===== config.mk =====
export PLATFORM = sky130hd
export DESIGN_NAME = fetch_unit
export DESIGN_NICKNAME = d
export VERILOG_FILES = /design/src/rtl/fetch_unit.sv
export SDC_FILE = /design/constraint.sdc
export NUM_CORES = 1
export LEC_CHECK = 0
export CAP_MARGIN = 20
export CORE_MARGIN = 10
export CORE_UTILIZATION = 43
export DETAILED_ROUTE_END_ITERATION = 12
export PLACE_DENSITY_LB_ADDON = 0.12
export SETUP_SLACK_MARGIN = 0.15
export SLEW_MARGIN = 30
export SYNTH_ARGS = -nofsm -noshare
export SYNTH_HDL_FRONTEND = slang
export SYNTH_SLANG_ARGS = --single-unit

===== constraint.sdc =====
create_clock -name clk -period 5.7 [get_ports clk]
set_input_delay 1.14 -clock clk [delete_from_list [all_inputs] [get_ports clk]]
set_output_delay 1.14 -clock clk [all_outputs]
set_load 0.01 [all_outputs]

===== src/rtl/fetch_unit.sv =====
// fetch_unit: PC register, instruction-memory handshake and next-PC resolution for the single-cycle MIPS core
module fetch_unit #(
    parameter logic [31:0] RESET_PC = 32'h0000_0000
) (
    input  logic        clk,
    input  logic        rst,
    output logic        imem_req,
    output logic [31:0] imem_addr,
    input  logic        imem_ack,
    input  logic [31:0] imem_rdata,
    input  logic        stall,
    input  logic        branch,
    input  logic        zero,
    input  logic        jump,
    input  logic [31:0] branch_offset,
    input  logic [25:0] jump_index,
    output logic [31:0] instr,
    output logic [5:0]  opcode,
    output logic        instr_valid,
    output logic [31:0] pc_out,
    output logic [31:0] pc_plus4
);
    typedef enum logic {FETCH = 1'b0, ISSUE = 1'b1} state_t;
    state_t state, state_next;
    logic [31:0] next_pc;
    logic retire;

    assign imem_addr = pc_out;
    assign pc_plus4  = pc_out + 32'd4;
    assign opcode    = instr[31:26];
    assign retire    = (state == ISSUE) && !stall;

    // State register; reset always lands in FETCH
    always_ff @(posedge clk) begin
        if (rst) state <= FETCH;
        else     state <= state_next;
    end

    // Next state: leave FETCH on ack, leave ISSUE when downstream releases the instruction
    always_comb begin
        state_next = state;
        if (state == FETCH) state_next = imem_ack ? ISSUE : FETCH;
        else                state_next = stall ? ISSUE : FETCH;
    end

    // Outputs: request is suppressed while rst is held so it reads 0 as a reset value
    always_comb begin
        imem_req    = (state == FETCH) && !rst;
        instr_valid = (state == ISSUE);
    end

    // Redirect target: jump beats branch, which only fires when the ALU reports equality
    always_comb begin
        next_pc = jump ? {pc_plus4[31:28], jump_index, 2'b00}
                : (branch && zero) ? pc_plus4 + {branch_offset[29:0], 2'b00}
                : pc_plus4;
    end

    // PC advances only at retire; instr captures memory data only on an ack in FETCH
    always_ff @(posedge clk) begin
        if (rst) begin
            pc_out <= RESET_PC;
            instr  <= 32'h0;
        end else begin
            if (retire) pc_out <= next_pc;
            if (state == FETCH && imem_ack) instr <= imem_rdata;
        end
    end
endmodule


# [Word-level counts from Yosys, hierarchy flattened]
# Index checks and enable logic that the tools add are counted.
[op_classes] n_addsub=2 mux=5 bitwise=1 n_reduce_logical=6
[op_table] cell="32-bit two-way mux" count=2
[op_table] cell="32-bit by 3-bit adder with 32-bit output (second input constant)" count=1
[op_table] cell="32-bit adder" count=1
[op_table] cell="1-bit logical AND" count=4
[op_table] cell="1-bit two-way mux" count=3
[op_table] cell="1-bit zero test" count=2
[op_table] cell="1-bit NOT" count=1
[totals] reg_bits=65 inputBits=97 output_inout_bits=136

# [Logic depth before layout (Yosys ltp)]
# Gate-level depths: netlist of run 1.
[depth] depth_word=4 mapped_depth=17 depth_no_buf=16

# [Worst setup path before layout of run 1]
# No wires, ideal clock.
[synth_timing] path_type="reg-to-reg" from="reg pc_out[2] (netlist: imem_addr[2])" to="reg pc_out[31] (netlist: imem_addr[31])" setup_time_ps=121 t_arrival_ps=4150 required_ps=5579 setup_slack_ps=1429 path_stages_with_launch=18 synth_period_minus_slack_ps=4271 path_cell_list="dfxtp_1 ha_1 and3_1 nand4_1 nor3_1 nand4_1 xnor2_1 ha_1 clkbuf_1 a21oi_1 o221ai_1 a21o_1 a211oi_1 a211oi_1 or3_1 a31oi_1 a41o_1 mux2_4"
[synth_between] elab_chain_len=4
[synth_rtl] item="start, declared" line="20" rtl="output logic [31:0] pc_out,"
[synth_rtl] item="start signal, assigned" line="65" rtl="if (retire) pc_out <= next_pc;"
[synth_rtl] item="32-bit by 3-bit adder with 32-bit output" line="29" rtl="assign pc_plus4 = pc_out + 32'd4;"
[synth_rtl] item="net pc_plus4[22]" line="21" rtl="output logic [31:0] pc_plus4"
[synth_rtl] item="32-bit adder" line="55" rtl=": (branch && zero) ? pc_plus4 + {branch_offset[29:0], 2'b00}"
[synth_rtl] item="32-bit two-way mux" line="55"
[synth_rtl] item="32-bit two-way mux" line="54" rtl="next_pc = jump ? {pc_plus4[31:28], jump_index, 2'b00}"
# The timed path passes the listed nets, and every way through them passes these cells.
# A chain may end at the register's enable or synchronous reset.

# [Worst setup path in the final report of run 1]
[layout_timing] from="reg pc_out[2] (netlist: imem_addr[2])" to="reg pc_out[31] (netlist: imem_addr[31])"
[layout_between] elab_chain_len=4
[layout_rtl] item="32-bit by 3-bit adder with 32-bit output *" line="29"
[layout_rtl] item="32-bit adder" line="55"
[layout_rtl] item="32-bit two-way mux" line="55"
[layout_rtl] item="32-bit two-way mux *" line="54"
# Mark *: on every way between the ends. The rest lies on a longest branch, timed or not.

==> results of run 1 <==
-- metal layers --
| layer | share of wire [%] | vias to the layer above |
|---|---|---|
| met2 | 51 | 200 |
| met1 | 38 | 2736 |
| met4 | 1.7 | 0 |
| met5 | 0 | - |
| li1 | - | 2795 |
| met3 | 8.6 | 23 |
-- kinds of logic (layout without fill, tap and decap cells) --
group,count (synthesis),count (layout),synth area share (%)
mux,3,3,0.6732
other cells,1,6,0.07206
buf+inv,92,257,9.810
flops,63,63,24.24
simple gates,253,253,22.91
compound gates,205,205,25.51
fa+ha+maj,37,37,9.041
xor+xnor,46,46,7.742
-- final cells by class --
class | instances | area share (%)
clock buffer | 9 | 2.994
sequential | 63 | 16.77
multi-input combinational | 550 | 46.04
clock inverter | 7 | 0.9647
tap | 147 | 2.445
timing repair buffer | 228 | 30.14
inverter | 13 | 0.6487
-- state kept, by name, indices dropped and copies added, names as in the netlist --
name,flops
imem_addr,30
instr_valid,1
instr,32
-- worst max path at each step --
stage | end | slack, ns | cells after the start
global route | imem_addr[31]$_SDFFE_PP0P_ | 0.28 | 16
floorplan | imem_addr[31]$_SDFFE_PP0P_ | 1.43 | 17
global placement | imem_addr[31]$_SDFFE_PP0P_ | 0.88 | 16
detailed placement | imem_addr[31]$_SDFFE_PP0P_ | 0.81 | 16
CTS | imem_addr[31]$_SDFFE_PP0P_ | 0.77 | 16
finish | imem_addr[31]$_SDFFE_PP0P_ | 0.72 | 16
-- critical path, stage by stage (launching register included) --
cell and delay (ns):
dfxtp_1 0.48, ha_1 0.23, and3_1 0.23, nand4_1 0.25, nor3_1 0.54, nand4_1 0.19, xnor2_1 0.36, ha_1 0.40
a21oi_1 0.23, o221ai_1 0.19, a21o_1 0.22, a211oi_1 0.33, a211oi_1 0.20, or3_1 0.39, a31oi_1 0.18, a41o_1 0.14
mux2_4 0.30
-- stage by stage --
stage / hold WS [ns] / instance area [um2] / power (mW) / cells / setup slack, ns
floorplan: 0.4805 / 5223 / 0.7279 / 705 / 1.429
finish: 0.4544 / 7522 / 1.461 / 1017 / 0.7197
global route: 0.4753 / 7522 / 1.529 / 1017 / 0.2764
CTS: 0.4544 / 7520 / 1.473 / 1017 / 0.7744
global placement: 0.4416 / 7214 / 0.9207 / 1001 / 0.8836
detailed placement: 0.4469 / 7222 / 0.9274 / 1001 / 0.8140
-- where the power goes --
group	total, mW	internal (mW)	switching, mW
Clock	0.541	0.338	0.202
Combinational	0.428	0.217	0.211
Sequential	0.493	0.464	0.0286
Total	1.46	1.02	0.442
-- placed cells by master (no fill, tap or decap), drive strengths merged, types with 13 or more instances in the layout --
master         count
dfxtp             63
ha                36
o21ai             26
xnor2             30
a21oi             76
nand3             19
clkdlybuf4s50    223
nand2            109
a211oi            18
nor2              53
xor2              16
inv               14
a21o              25
nand4             13
nor3              17
==> impl_metrics.ini, run 1 <==
[status]
status = completed

[sta]
fmax_ghz = 0.2008
fin_crit_sh_pct = 87.37
fin_setup_tns_ns = 0
period_needed_ns = 4.980
worst-slew-pin-transition_ns = 0.9812
maxSlewViolCount = 0
max-slew-margin-rel_pct = 34.38
final-hold-violation-count = 0
skew_ns = 0.004104
rsz0062_at_grt = no
setup-violations-final = 0

[yosys]
synth_cell_types = 64
synthArstFlopShare_pct = 0
syn_inst = 700
yosysTopAreaCell = dfxtp_1
synth_top_area_share_pct = 24.24
synth_edf_count = 0
synth_seq_area_share_pct = 24.24
syn_area_um2 = 5204
ys_warn_count = 0
synth_common_cells = nand2_1, a21oi_1, dfxtp_1
yosysMostFrequentCell = nand2_1
ys_top_cells_by_area = dfxtp_1, ha_1, nand2_1
yosys_register_bits = 63
dominantRegCellSynth = dfxtp_1
avgSynthCellArea_um2 = 7.434

[floorplan]
rows = 40
die-area_um2 = 16900
start_util_pct = 43.69
die_x_um = 130.0
ioPinCount = 233
coreArea_um2 = 11910
dieHeight_um = 130.0

[global_route]
use_met2_pct = 40.58
track_usage_pct = 22.43
top_usage_layer = met2
grt_max_degree = 65
overflow = 0
met1_usage_pct = 24.11
met3_usage_pct = 8.032
grt_pass1_vias = 5823
antenna_found_initial = 0
grt_first_pass_wirelength_um = 30350

[job]
max-cap-violations = 0

[clock_tree]
cts_resized = 0
cts_setup_buffers = 0
htree_levels = 3
path_clk_slew_ns = 0.05
clockBufferDepth = 2
ctsHoldBuffers = 0
clkSinkCount = 63
root_buffer = clkbuf_16
cts_tree = done
numCtsBuffers = 9
clock_latency_ns = 0.33

[layout]
nNetsFinal = 999
multi_input_area_um2 = 3463
drive_above_1_share_pct = 4.023
syn2layout_area_growth_pct = 44.55
final.fill_count = 1078
antenna_cells = 0
post-route-util_pct = 63.15
regArea_um2 = 1261

[drt]
initialDrtViolationCount = 319
firstDrtPassIters = 5
drt-total-wl_um = 19830
drc = 0
num_vias = 5754
viasPerCell = 5.658
ant_nets = 0
wl_per_cell_um = 19.50

[placement]
gp_congestion = 0.9467
place.port_buffers = 224
place_hpwl_um = 15740

[worst_hold_path]
min-delay-start = instr[20]$_SDFFE_PP0P_
min_to = instr[20]$_SDFFE_PP0P_
holdCritPathClass = reg2reg
holdPathStages = 2

[worst_setup_path]
cp_data_required_time_ns = 5.92
rr_startpoint = imem_addr[2]$_SDFFE_PP0P_
startpoint = imem_addr[2]$_SDFFE_PP0P_
rr_endpoint = imem_addr[31]$_SDFFE_PP0P_
r2r_slack_ns = 0.72
arrival_ns = 5.20
crit_fanout = 9
cp-start-kind = register
critPathKind = reg2reg
cp-end-kind = register
rr_worst_depth = 16

[power]
p_leak_nw = 3.053
max-vdd-ir-drop_mv = 0.1569
power_density_nw_per_um2 = 194.3
Note: power is estimated with default switching activity, not from simulation.
==> run 2: changes to the inputs <==
--- a/config.mk
+++ b/config.mk
@@ -8,6 +8,7 @@
 export CAP_MARGIN = 20
 export CORE_MARGIN = 10
 export CORE_UTILIZATION = 43
+export CTS_CLUSTER_SIZE = 25
 export DETAILED_ROUTE_END_ITERATION = 12
 export PLACE_DENSITY_LB_ADDON = 0.12
 export SETUP_SLACK_MARGIN = 0.15
==> constraint.sdc (replaced) <==
create_clock -name clk -period 5.7 [get_ports clk]
set_input_delay 1.14 -clock clk [delete_from_list [all_inputs] [get_ports clk]]
set_output_delay 1.14 -clock clk [all_outputs]
set_load 0.05 [all_outputs]
==> run 2 against run 1 <==
- register-to-register slack about the same
- final cell count about the same
- utilization increased by 0.074 points
- via count increased by 0.10%
- non-clock buffer count decreased by 1
- final area increased by 0.12%
- maximum frequency increased by 0.15%
- clock power increased by 7.4%
- global-route usage decreased by 0.30 points
- total power increased by 12%
- routed wire length decreased by 0.66%
- hold slack about the same
==> impl_metrics.ini, run 2 (synthesized netlist as in run 1, its figures left out) <==
[global_route]
grt_pass1_vias = 5826
track_usage_pct = 22.14
antenna_found_initial = 0
overflow = 0
grt_first_pass_wirelength_um = 29970
grt_max_degree = 64

[sta]
skew_ns = 0.003838
worst-slew-pin-transition_ns = 0.9506
setup_slack_ns = 0.7272
final-hold-violation-count = 0
fin_setup_tns_ns = 0
setup-violations-final = 0
period_needed_ns = 4.973
fin_crit_sh_pct = 87.24
fin_hold_ws_ns = 0.4540
fmax_ghz = 0.2011
max-slew-margin-rel_pct = 36.43
maxSlewViolCount = 0
rsz0062_at_grt = no

[worst_setup_path]
rr_startpoint = imem_addr[2]$_SDFFE_PP0P_
cp_data_required_time_ns = 5.92
rr_worst_depth = 16
critPathKind = reg2reg
cp-end-kind = register
cp-start-kind = register
rr_endpoint = imem_addr[31]$_SDFFE_PP0P_
r2r_slack_ns = 0.73
crit_fanout = 9
arrival_ns = 5.19

[drt]
ant_nets = 0
drc = 0
initialDrtViolationCount = 371
wl_per_cell_um = 19.39
firstDrtPassIters = 5
num_vias = 5760
drt-total-wl_um = 19700
viasPerCell = 5.669

[layout]
final_common_cell = clkdlybuf4s50_1
most-common-layout-cells = clkdlybuf4s50_1, nand2_1, a21oi_1
drive_above_1_share_pct = 3.797
post-route-util_pct = 63.22
nNetsFinal = 998
final_cell_area_um2 = 7531
stdcell_count = 1016
antenna_cells = 0
largest_reg_flops = 32
regMostFlops = instr
syn2layout_area_growth_pct = 44.72

[clock_tree]
cts_resized = 0
ctsHoldBuffers = 0
clockBufferDepth = 2
clock_latency_ns = 0.33
path_clk_slew_ns = 0.05
htree_levels = 3
clkSinkCount = 63
root_buffer = clkbuf_16
cts_tree = done
numCtsBuffers = 9
cts_setup_buffers = 0

[power]
max-vdd-ir-drop_mv = 0.1802
power_density_nw_per_um2 = 218.1
p_leak_nw = 3.054
p_total_mw = 1.643

[floorplan]
ioPinCount = 233
dieHeight_um = 130.0
start_util_pct = 43.69
coreArea_um2 = 11910
die-area_um2 = 16900
die_x_um = 130.0
rows = 40

[status]
status = completed

[placement]
place.port_buffers = 224
dp.cells = 1000
gp_congestion = 0.9128
place_hpwl_um = 15630
place_ws_ns = 0.8134
place_area_um2 = 7214

[job]
max-cap-violations = 0

[worst_hold_path]
holdCritPathClass = reg2reg
min-delay-start = instr[14]$_SDFFE_PP0P_
holdPathStages = 2
min_to = instr[14]$_SDFFE_PP0P_
[run 2: area by class of cell]
class                   count  area [um2]
inverters                  13       48.80
flip-flops and latches     63        1261
repair buffers            227        2260
well taps                 147       183.9
clock inverters             6       85.08
fillers                  1107        4380
clock buffers              10       229.0
multi-input cells         550        3463
[run 2: worst max path at each step]
stage	start	endpoint	slack, ns	cells after the start
5_1_grt	imem_addr[2]$_SDFFE_PP0P_	imem_addr[31]$_SDFFE_PP0P_	0.30	16
3_5_place_dp	imem_addr[2]$_SDFFE_PP0P_	imem_addr[31]$_SDFFE_PP0P_	0.81	16
4_1_cts	imem_addr[2]$_SDFFE_PP0P_	imem_addr[31]$_SDFFE_PP0P_	0.79	16
2_1_floorplan	imem_addr[2]$_SDFFE_PP0P_	imem_addr[31]$_SDFFE_PP0P_	0.37	17
6_report	imem_addr[2]$_SDFFE_PP0P_	imem_addr[31]$_SDFFE_PP0P_	0.73	16
3_3_place_gp	imem_addr[2]$_SDFFE_PP0P_	imem_addr[31]$_SDFFE_PP0P_	0.91	16
[run 2: per-layer routing]
layer | vias up | global-route usage (%) | share of wire, %
met3 | 39 | 7.586 | 8.8
li1 | 2793 | - | -
met5 | - | 0 | 0
met4 | 0 | 6.283 | 2.3
met2 | 240 | 39.89 | 51
met1 | 2688 | 24.04 | 38
[run 2: worst max-delay path, stage by stage, from the launching register on]
cell and delay (ns):
dfxtp_1 0.49, ha_1 0.24, and3_1 0.23, nand4_1 0.25
nor3_1 0.50, nand4_1 0.18, xnor2_1 0.38, ha_1 0.41
a21oi_1 0.25, o221ai_1 0.20, a21o_1 0.21, a211oi_1 0.33
a211oi_1 0.18, or3_1 0.39, a31oi_1 0.18, a41o_1 0.13
mux2_4 0.29
[run 2: power breakdown]
| group | internal [mW] | switching (mW) |
|---|---|---|
| Clock | 0.381 | 0.200 |
| Sequential | 0.464 | 0.0279 |
| Combinational | 0.216 | 0.354 |
